===== config.mk =====
export PLATFORM = sky130hd
export DESIGN_NAME = bus_ack_fifo
export DESIGN_NICKNAME = d
export VERILOG_FILES = /design/src/rtl/bus_ack_fifo.sv
export SDC_FILE = /design/constraint.sdc
export NUM_CORES = 1
export LEC_CHECK = 0
export CAP_MARGIN = 30
export CORE_AREA = 2 2 59 61
export DETAILED_ROUTE_END_ITERATION = 10
export DIE_AREA = 0 0 61 63
export HOLD_SLACK_MARGIN = 0.06
export PLACE_DENSITY = 0.8
export SETUP_SLACK_MARGIN = 0.2
export SYNTH_ARGS = -nofsm -noshare
export SYNTH_HDL_FRONTEND = slang
export SYNTH_SLANG_ARGS = --single-unit
export TNS_END_PERCENT = 30

===== constraint.sdc =====
create_clock -name clk -period 5 [get_ports clk]
set_input_delay 1 -clock clk [delete_from_list [all_inputs] [get_ports clk]]
set_output_delay 1 -clock clk [all_outputs]
set_load 0.01 [all_outputs]

===== src/rtl/bus_ack_fifo.sv =====
//------------------------------------------------------------------------------
// Module      : bus_ack_fifo
// Description : Single-clock FIFO between flag/busy producers and a
//               first-word-fall-through flag/ack consumer, with occupancy
//               count, almost-full warning and sticky overflow.
// Revision    : 1.0 - initial release
//------------------------------------------------------------------------------
`default_nettype none

module bus_ack_fifo #(
  parameter  int WIDTH    = 8,
  parameter  int DEPTH    = 4,
  parameter  int AF_LEVEL = DEPTH - 1,
  localparam int AW       = $clog2(DEPTH)
) (
  input  logic             clk,
  input  logic             rst_n,
  input  logic             flag_in,
  input  logic [WIDTH-1:0] bus_in,
  output logic             busy,
  output logic             flag_out,
  output logic [WIDTH-1:0] bus_out,
  input  logic             ack_in,
  output logic [AW:0]      count,
  output logic             almost_full,
  output logic             overflow,
  input  logic             clr_overflow
);

  localparam logic [AW:0] PTR_ONE = (AW + 1)'(1);
  localparam logic [AW:0] AF_CNT  = (AW + 1)'(AF_LEVEL);

  // Pointers carry one extra wrap bit above the storage index.
  logic [AW:0]      wr_ptr_q, wr_ptr_d;
  logic [AW:0]      rd_ptr_q, rd_ptr_d;
  logic             overflow_q, overflow_d;
  logic [WIDTH-1:0] mem_q [DEPTH];

  logic             w_empty;
  logic             w_full;
  logic             w_wr;
  logic             w_rd;

  // Status is derived purely from registered pointers, so neither flag_in
  // nor ack_in has a combinational path to any output.
  always_comb begin
    w_empty     = (wr_ptr_q == rd_ptr_q);
    w_full      = (wr_ptr_q[AW-1:0] == rd_ptr_q[AW-1:0]) &&
                  (wr_ptr_q[AW] != rd_ptr_q[AW]);
    busy        = w_full;
    flag_out    = ~w_empty;
    count       = wr_ptr_q - rd_ptr_q;
    almost_full = (count >= AF_CNT);
    overflow    = overflow_q;
    bus_out     = w_empty ? '0 : mem_q[rd_ptr_q[AW-1:0]];
  end

  // Accept decisions and next-state; a refused write only touches overflow.
  always_comb begin
    w_wr       = flag_in & ~w_full;
    w_rd       = ack_in & ~w_empty;
    wr_ptr_d   = w_wr ? (wr_ptr_q + PTR_ONE) : wr_ptr_q;
    rd_ptr_d   = w_rd ? (rd_ptr_q + PTR_ONE) : rd_ptr_q;
    overflow_d = overflow_q;
    if (flag_in && w_full) begin
      overflow_d = 1'b1;
    end else if (clr_overflow) begin
      overflow_d = 1'b0;
    end
  end

  // Pointer and overflow state, discarded asynchronously on reset.
  always_ff @(posedge clk or negedge rst_n) begin
    if (!rst_n) begin
      wr_ptr_q   <= '0;
      rd_ptr_q   <= '0;
      overflow_q <= 1'b0;
    end else begin
      wr_ptr_q   <= wr_ptr_d;
      rd_ptr_q   <= rd_ptr_d;
      overflow_q <= overflow_d;
    end
  end

  // Storage is not reset; an accepted word lands at the write index.
  always_ff @(posedge clk) begin
    if (w_wr) begin
      mem_q[wr_ptr_q[AW-1:0]] <= bus_in;
    end
  end

endmodule

`default_nettype wire

# [After elaboration in Yosys (flattened, before gate mapping)]
# Memories as Yosys holds them, arrays and structs flattened.
# Index checks and enable logic that the tools add are counted.
[op_classes] add_sub_neg=3 order_cmp=1 n_eq_ne=3 muxes=5 n_bitwise=4 reduce_logical=3
[op_table] op="8-bit 2-to-1 mux" count=1
[op_table] op="3-bit by 1-bit adder with 3-bit output, second input constant" count=2
[op_table] op="1-bit 2-to-1 mux" count=4
[op_table] op="3-bit equality test" count=1
[op_table] op="3-bit by 2-bit greater-or-equal comparator with 1-bit output, second input constant" count=1
[op_table] op="3-bit subtractor" count=1
[op_table] op="1-bit AND" count=2
[op_table] op="2-bit equality test" count=1
[op_table] op="1-bit logical AND" count=2
[op_table] op="1-bit NOT" count=2
[op_table] op="2-bit nonzero test" count=1
[op_table] op="1-bit != test" count=1
[word_totals] regBits=7 mem_bits_rw=32 out_inout_bits=15 wordCells=23 n_memories=1
[memory_table] memory="mem_q" words=4 word_bits=8 rd=1 rd_ports_with_merged_regs=0 write_ports=1 line="37" text="logic [WIDTH-1:0] mem_q [DEPTH];"

# [Depth between registers and ports, before layout]
# Gate-level depths: netlist (run 1).
[depth] ltp_word=6 depth_mapped=6 ltp_nobuf=6

# [Worst setup path after synthesis (run 1)]
# No wires, ideal clock.
[synth_path] kind="reg-to-output" start="reg rd_ptr_q[1]" end="out bus_out[3]" t_arrival_ps=1777 setup_slack_ps=2223 stages_incl_launch_ff=7 n_path_buf=1 path_cell_list="dfrtp_1 clkbuf_1 inv_1 ha_1 nand2_1 nor2_1 and2b_1"
[synth_via] elab_chain_len=2 word_cells_on_any_way=3 classes_between="1 x eq/ne; 1 x mux; 1 x memory"
[synth_rtl] element="start, declared" line="35" text="logic [AW:0] rd_ptr_q, rd_ptr_d;"
[synth_rtl] element="start signal, assigned" line="80" text="rd_ptr_q <= rd_ptr_d;"
[synth_rtl] element="memory 4 x 8 bit / 3-bit equality test (equally long branches)"
[synth_rtl] element="8-bit 2-to-1 mux *" line="55" text="bus_out = w_empty ? '0 : mem_q[rd_ptr_q[AW-1:0]];"
[synth_rtl] element="end, declared" line="22" text="output logic [WIDTH-1:0] bus_out,"
# Every way passes the cells marked *; elsewhere a longest branch is shown, timed or not.

# [Worst setup path after layout (run 1)]
[layout_path] start="reg rd_ptr_q[1]" end="out bus_out[7]"
# The elaborated chain is that of the path after synthesis.

==> run summary, run 1 <==
critical path depth = 6
vias post-DR = 928
Setup TNS = 0 ns
antenna violations before repair = 0
CP max FO = 11
worst slack, placed = 1.57 ns
hpwl dp = 2.00 mm
reg-to-reg endpoint = mem_q[2][6]
Worst Setup SP = rd_ptr_q[1]
Sinks on Clock Net = 39
worst r2r src = rd_ptr_q[0]
# fillers = 237
gr ovfl total = 0
# DRC = 0
total of max-cap violations = 0
clk buf depth = 2
Num CTS Buffers = 5
Largest stage delay, worst path = 0.63 ns
Core ar. = 0.00323 mm^2
syn avg cell area = 17.2 um^2
Resized cells post-CTS = 0
Data arrival, critical path = 2.77 ns
Max transition margin = 0.590
clk root buf = clkbuf_4
status = completed
fin area = 0.00208 mm^2
worst-path cell chain = inv_1 -> ha_1 -> nand2_1 -> nor2_1 -> and2b_1 -> clkdlybuf4s50_1
Post-CTS Hold Buffers = 0
CTS clk-pin slew, worst paths = 0.10 ns
Ys Warns = 0
ranking of synthesized cells by area = edfxtp_1, mux4_2, dfrtp_1
# setup viols final = 0
CP top delay family = simple AND/OR/NAND/NOR gates
die width = 61 um
Critical Path Slowest Stage Cell = dfrtp_1
WL/cell = 15.5 um
critical path type = register to primary output
Initial Utilization = 0.528
diode count = 0
Min-Delay Path Depth = 1
number of DRC markers in iteration 0 = 10
Slew Limit Fails = 0
Rows = 21
final RePlAce weighted congestion = 0.775
Min-Delay Path Class = register to register
Inst Count DP = 170
Seq/Total Area, Yosys = 0.666
flops & latches, synth = 39
worst IR drop on VDD = 0.343 mV
Lkg Pwr = 0.770 nW
NumNets Final = 152
Unique masters post-synth = 25
Routed Wire Length = 2.76 mm
H-tree lvl count = 2
fin worst setup slack = 1.23 ns
syn nets = 120
port bufs = 27
first-pass GRT wire length = 4.46 mm
post-route insts no fill = 178
placed inst area = 0.00203 mm^2
layout cells sized above 1 = 0.144
Cells after Synth = 99
CTS tree = done
clock share of power = 0.103
RSZ-0062 raised after global routing = no
Reg power frac = 0.366
Netlist Area Pre-Place = 0.00171 mm^2
FF-to-FF setup slack = 2.86 ns
crit path time final = 3.77 ns
Worst Tran Pin Value = 0.614 ns
area of the multi-input gates = 532 um^2
hold_sp = overflow
period utilization = 0.754
number of global-route vias before repair = 928
switching power = 0.502 mW
Die ar. = 0.00384 mm^2
Seq. cell area = 0.00114 mm^2
clk_skew = 0.00699 ns
r2r worst-path depth = 3
Setup crit end kind = primary output
Synth top area share = 0.563
Logic pwr share = 0.531
crit path buf inv count = 2
chip height = 63 um
largest area contributor in the netlist = edfxtp_1
P&R area growth vs syn = 21.6%
post-CTS setup buffer count = 0
final hold vios = 0
Internal Pwr Total = 0.937 mW
Switching Share = 0.349
Total Routing Usage GR = 0.168
worst-skew pair later-pin latency = 0.34 ns
first-pass detailed-route iteration total = 4
Power, Total = 1.44 mW
critical path launch point type = register
I/O Pins = 28
fmax = 0.265 GHz
hold path endpoint = overflow
power per cell area = 693 mW/mm^2
Required @ worst endpoint = 4.00 ns
vias per cell = 5.21
antenna viol nets, final = 0
pin count of the biggest net entering global routing = 12
## per-stage QoR
step	util	hold WS, ns
4_1_cts	0.642	0.535
2_1_floorplan	-	0.498
3_3_place_gp	0.627	0.495
3_5_place_dp	0.627	0.503
6_report	0.642	0.536
5_1_grt	0.642	0.559
## cells by family (layout without fill, tap and decap cells)
| logic type | count (synthesis) | count (layout) | synth area share |
|---|---|---|---|
| flops | 39 | 39 | 0.666 |
| compound gates | 9 | 9 | 0.0337 |
| simple gates | 17 | 17 | 0.0572 |
| fa+ha+maj | 8 | 8 | 0.0630 |
| xor+xnor | 5 | 5 | 0.0301 |
| buf+inv | 10 | 43 | 0.0227 |
| mux | 11 | 11 | 0.128 |
## cell type report
| type | count | area share |
|---|---|---|
| Clock inverter | 1 | 0.00241 |
| Clock buffer | 7 | 0.0217 |
| Inverter | 8 | 0.0145 |
| Timing Repair Buffer | 27 | 0.130 |
| Sequential cell | 39 | 0.547 |
| Multi-Input combinational cell | 50 | 0.256 |
| Tap cell | 46 | 0.0277 |
## power by group through the flow
stage | clock network [mW] | registers (mW) | logic, mW
after floorplan | 0 | 0.488 | 0.470
after global placement | 0 | 0.530 | 0.750
after detailed placement | 0 | 0.536 | 0.773
after CTS | 0.154 | 0.528 | 0.775
after global routing | 0.169 | 0.541 | 0.829
final | 0.149 | 0.526 | 0.764
## worst max-delay path by stage
stage,endpoint,slack [ns]
final,bus_out[7],1.23
after global routing,bus_out[7],0.99
after CTS,bus_out[3],1.18
after detailed placement,bus_out[3],1.57
after global placement,bus_out[7],1.65
after floorplan,bus_out[3],2.22
## placed cells by master (no fill, tap or decap), types with 2 or more instances in the layout
| cell | count |
|---|---|
| a21oi_1 | 2 |
| edfxtp_1 | 32 |
| clkdlybuf4s50_1 | 27 |
| nor2b_1 | 6 |
| nand2_1 | 3 |
| mux2_2 | 2 |
| dfrtp_1 | 7 |
| a31oi_1 | 2 |
| xnor2_1 | 4 |
| clkbuf_4 | 5 |
| and2b_1 | 2 |
| mux4_2 | 8 |
| inv_1 | 8 |
| ha_1 | 7 |
| and3_1 | 4 |
| clkbuf_1 | 2 |
## metal layers
metal	vias up	wire, um	track usage
met5	-	0	0
met3	8	149	0.0642
met4	0	58	0.0652
met2	28	1400	0.266
met1	455	1150	0.204
li1	437	-	-
## synthesized netlist by cell type
master	n
nor2_1	1
o21ai_2	1
nand3_1	1
xor2_2	1
dfrtp_1	7
nor2b_1	6
mux2_2	2
a21o_1	1
and3_1	4
ha_1	7
inv_1	8
fa_1	1
and2b_1	2
edfxtp_1	32
a22o_1	1
a31oi_1	2
nand2_1	3
mux2_4	1
mux4_2	8
buf_2	1
o21ai_0	1
xnor2_1	4
o21ai_1	1
a21oi_1	2
clkbuf_1	1
## state kept, by name (all words and copies together) (netlist names)
name      count
mem_q        32
rd_ptr_q      3
wr_ptr_q      3
overflow      1
(Power assumes the default switching activity.)
==> run 2, diff against run 1 <==
--- a/config.mk
+++ b/config.mk
@@ -6,11 +6,11 @@
 export NUM_CORES = 1
 export LEC_CHECK = 0
 export CAP_MARGIN = 30
-export CORE_AREA = 2 2 59 61
+export CORE_AREA = 2 2 64 66
 export DETAILED_ROUTE_END_ITERATION = 10
-export DIE_AREA = 0 0 61 63
+export DIE_AREA = 0 0 66 68
 export HOLD_SLACK_MARGIN = 0.06
-export PLACE_DENSITY = 0.8
+export PLACE_DENSITY = 0.72
 export SETUP_SLACK_MARGIN = 0.2
 export SYNTH_ARGS = -nofsm -noshare
 export SYNTH_HDL_FRONTEND = slang
==> constraint.sdc (replaced) <==
create_clock -name clk -period 3 [get_ports clk]
set_input_delay 0.6 -clock clk [delete_from_list [all_inputs] [get_ports clk]]
set_output_delay 0.6 -clock clk [all_outputs]
set_load 0.01 [all_outputs]
==> run 2 against run 1 <==
Via count rose by 2.0%. Combinational power is 99% higher. Hold slack hardly changed. Utilization fell by 7.1 points. Setup slack got worse by 0.95 ns. Global-route usage decreased by 1.8 points. Design area increased by 6.1%. Critical path type unchanged. Power increased by 86%. Register-to-register slack lost 1.7 ns.
==> run summary, run 2 (synthesis results as in run 1) <==
status = completed
WL/cell = 16.2 um (+4.3%)
RSZ-0062 raised after global routing = no
clk_skew = 0.00855 ns (+0.00156 ns)
total of max-cap violations = 0 (unchanged)
first-pass detailed-route iteration total = 4 (unchanged)
post-route insts no fill = 186 (+4.5%)
Core ar. = 0.00386 mm^2 (+19%)
Setup crit end kind = primary output
hold_sp = overflow
Rows = 23 (+9.5%)
die width = 66 um (+8.2%)
worst-skew pair later-pin latency = 0.28 ns (-0.06 ns)
Min-Delay Path Class = register to register
Sinks on Clock Net = 39 (unchanged)
clk buf depth = 2 (unchanged)
gr ovfl total = 0 (unchanged)
antenna violations before repair = 0 (unchanged)
critical path launch point type = register
Power, Total = 2.68 mW (+86%)
pin count of the biggest net entering global routing = 13 (+1)
vias per cell = 5.09 (-2.3%)
crit path time final = 2.72 ns
clk root buf = clkbuf_8
antenna viol nets, final = 0 (unchanged)
critical path type = register to primary output
fmax = 0.368 GHz
CTS clk-pin slew, worst paths = 0.08 ns (-0.02 ns)
Inst Count DP = 176 (+3.5%)
# DRC = 0 (unchanged)
# fillers = 314 (+32%)
# setup viols final = 0 (unchanged)
FF-to-FF setup slack = 1.21 ns (-1.65 ns)
Lkg Pwr = 0.824 nW (+7.0%)
commonest non-fill, non-tap cells in the layout = edfxtp_1, clkdlybuf4s50_1, mux4_2
I/O Pins = 28 (unchanged)
fin area = 0.00220 mm^2 (+6.1%)
Setup TNS = 0 ns (unchanged)
Data arrival, critical path = 2.12 ns (-0.65 ns)
P&R area growth vs syn = 29.0%
layout cells sized above 1 = 0.228 (+0.0840)
first-pass GRT wire length = 4.72 mm (+5.9%)
chip height = 68 um (+7.9%)
CTS tree = done
Num CTS Buffers = 5 (unchanged)
hpwl dp = 2.08 mm (+4.0%)
most common cell after layout, fill and taps aside = edfxtp_1
Min-Delay Path Depth = 1 (unchanged)
H-tree lvl count = 2 (unchanged)
Total Routing Usage GR = 0.150 (-0.0179)
worst r2r src = rd_ptr_q[2]
Max transition margin = 0.709 (+0.118)
Largest register FFs = 32 (unchanged)
CP max FO = 7 (-4)
Slew Limit Fails = 0 (unchanged)
number of DRC markers in iteration 0 = 17 (+7)
Die ar. = 0.00449 mm^2 (+17%)
diode count = 0 (unchanged)
r2r worst-path depth = 3 (unchanged)
hold path endpoint = overflow
Post-CTS Hold Buffers = 0 (unchanged)
number of global-route vias before repair = 1,017 (+9.6%)
worst IR drop on VDD = 0.629 mV (+84%)
vias post-DR = 947 (+2.0%)
Routed Wire Length = 3.00 mm (+9.0%)
Core Util, Final = 0.571 (-0.0712)
Required @ worst endpoint = 2.40 ns (-1.60 ns)
power per cell area = 1220 mW/mm^2 (+75%)
Worst Tran Pin Value = 0.437 ns (-0.178 ns)
final RePlAce weighted congestion = 0.833 (+7.5%)
Initial Utilization = 0.443 (-0.0855)
final hold vios = 0 (unchanged)
port bufs = 27 (unchanged)
NumNets Final = 156 (+2.6%)
period utilization = 0.907
placed inst area = 0.00205 mm^2 (+0.99%)
reg-to-reg endpoint = mem_q[0][6]
[run 2: cell types whose count changed in the layout (fill, tap and decap cells not counted), moves of 2 or more]
cell / change
ha_1: -2
clkbuf_1: -2
clkinv_2: +2
ha_4: +2
buf_4: +3
clkbuf_4: -5
clkbuf_8: +5
[run 2: per-stage QoR]
stage               worst slack (ns)  hold slack (ns)
floorplan                      0.623            0.304
global placement               0.199            0.506
detailed placement             0.122            0.525
CTS                            0.205            0.544
global route                   0.176            0.565
finish                         0.279            0.536
[run 2: per-layer routing]
metal,up-vias,GRT usage,part of all wire
li1,440,-,-
met1,479,0.159,0.40
met2,23,0.283,0.55
met3,5,0.0313,0.035
met4,0,0.0740,0.014
met5,-,0,0
[run 2: power breakdown]
part,switching [mW],leakage [nW],internal [mW]
Clock,0.172,0.0477,0.159
Sequential,0.0847,0.377,0.743
Combinational,0.674,0.399,0.844
[run 2: critical path, stage by stage, from the launching register on]
cell and delay (ns):
dfrtp_1 0.50, ha_4 0.34, nand2_2 0.10, nor2_4 0.22
and2b_1 0.21, clkdlybuf4s50_1 0.47
[run 2: final cells by class]
| cell class | instances | area (um^2) | area share |
|---|---|---|---|
| clock buffers | 5 | 68.8 | 0.0313 |
| flip-flops and latches | 39 | 1140 | 0.516 |
| clock inverters | 3 | 15.0 | 0.00682 |
| well taps | 50 | 62.6 | 0.0284 |
| inverters | 8 | 30.0 | 0.0136 |
| repair buffers | 31 | 315 | 0.143 |
| multi-input cells | 50 | 574 | 0.261 |
[run 2: how the worst max path moves through the flow]
stage,from,to,cells after the start
after detailed placement,wr_ptr_q[0],bus_out[3],6
after floorplan,rd_ptr_q[1],bus_out[3],6
final,wr_ptr_q[1],bus_out[3],5
after global routing,wr_ptr_q[1],bus_out[3],5
after global placement,wr_ptr_q[0],bus_out[7],6
after CTS,wr_ptr_q[1],bus_out[3],5
[run 2: repair_timing]
action                     in CTS  in global routing
gates resized for setup         4                  4
buffers inserted                2                  0
setup endpoints to repair      11                  8
pin swaps                       2                  1
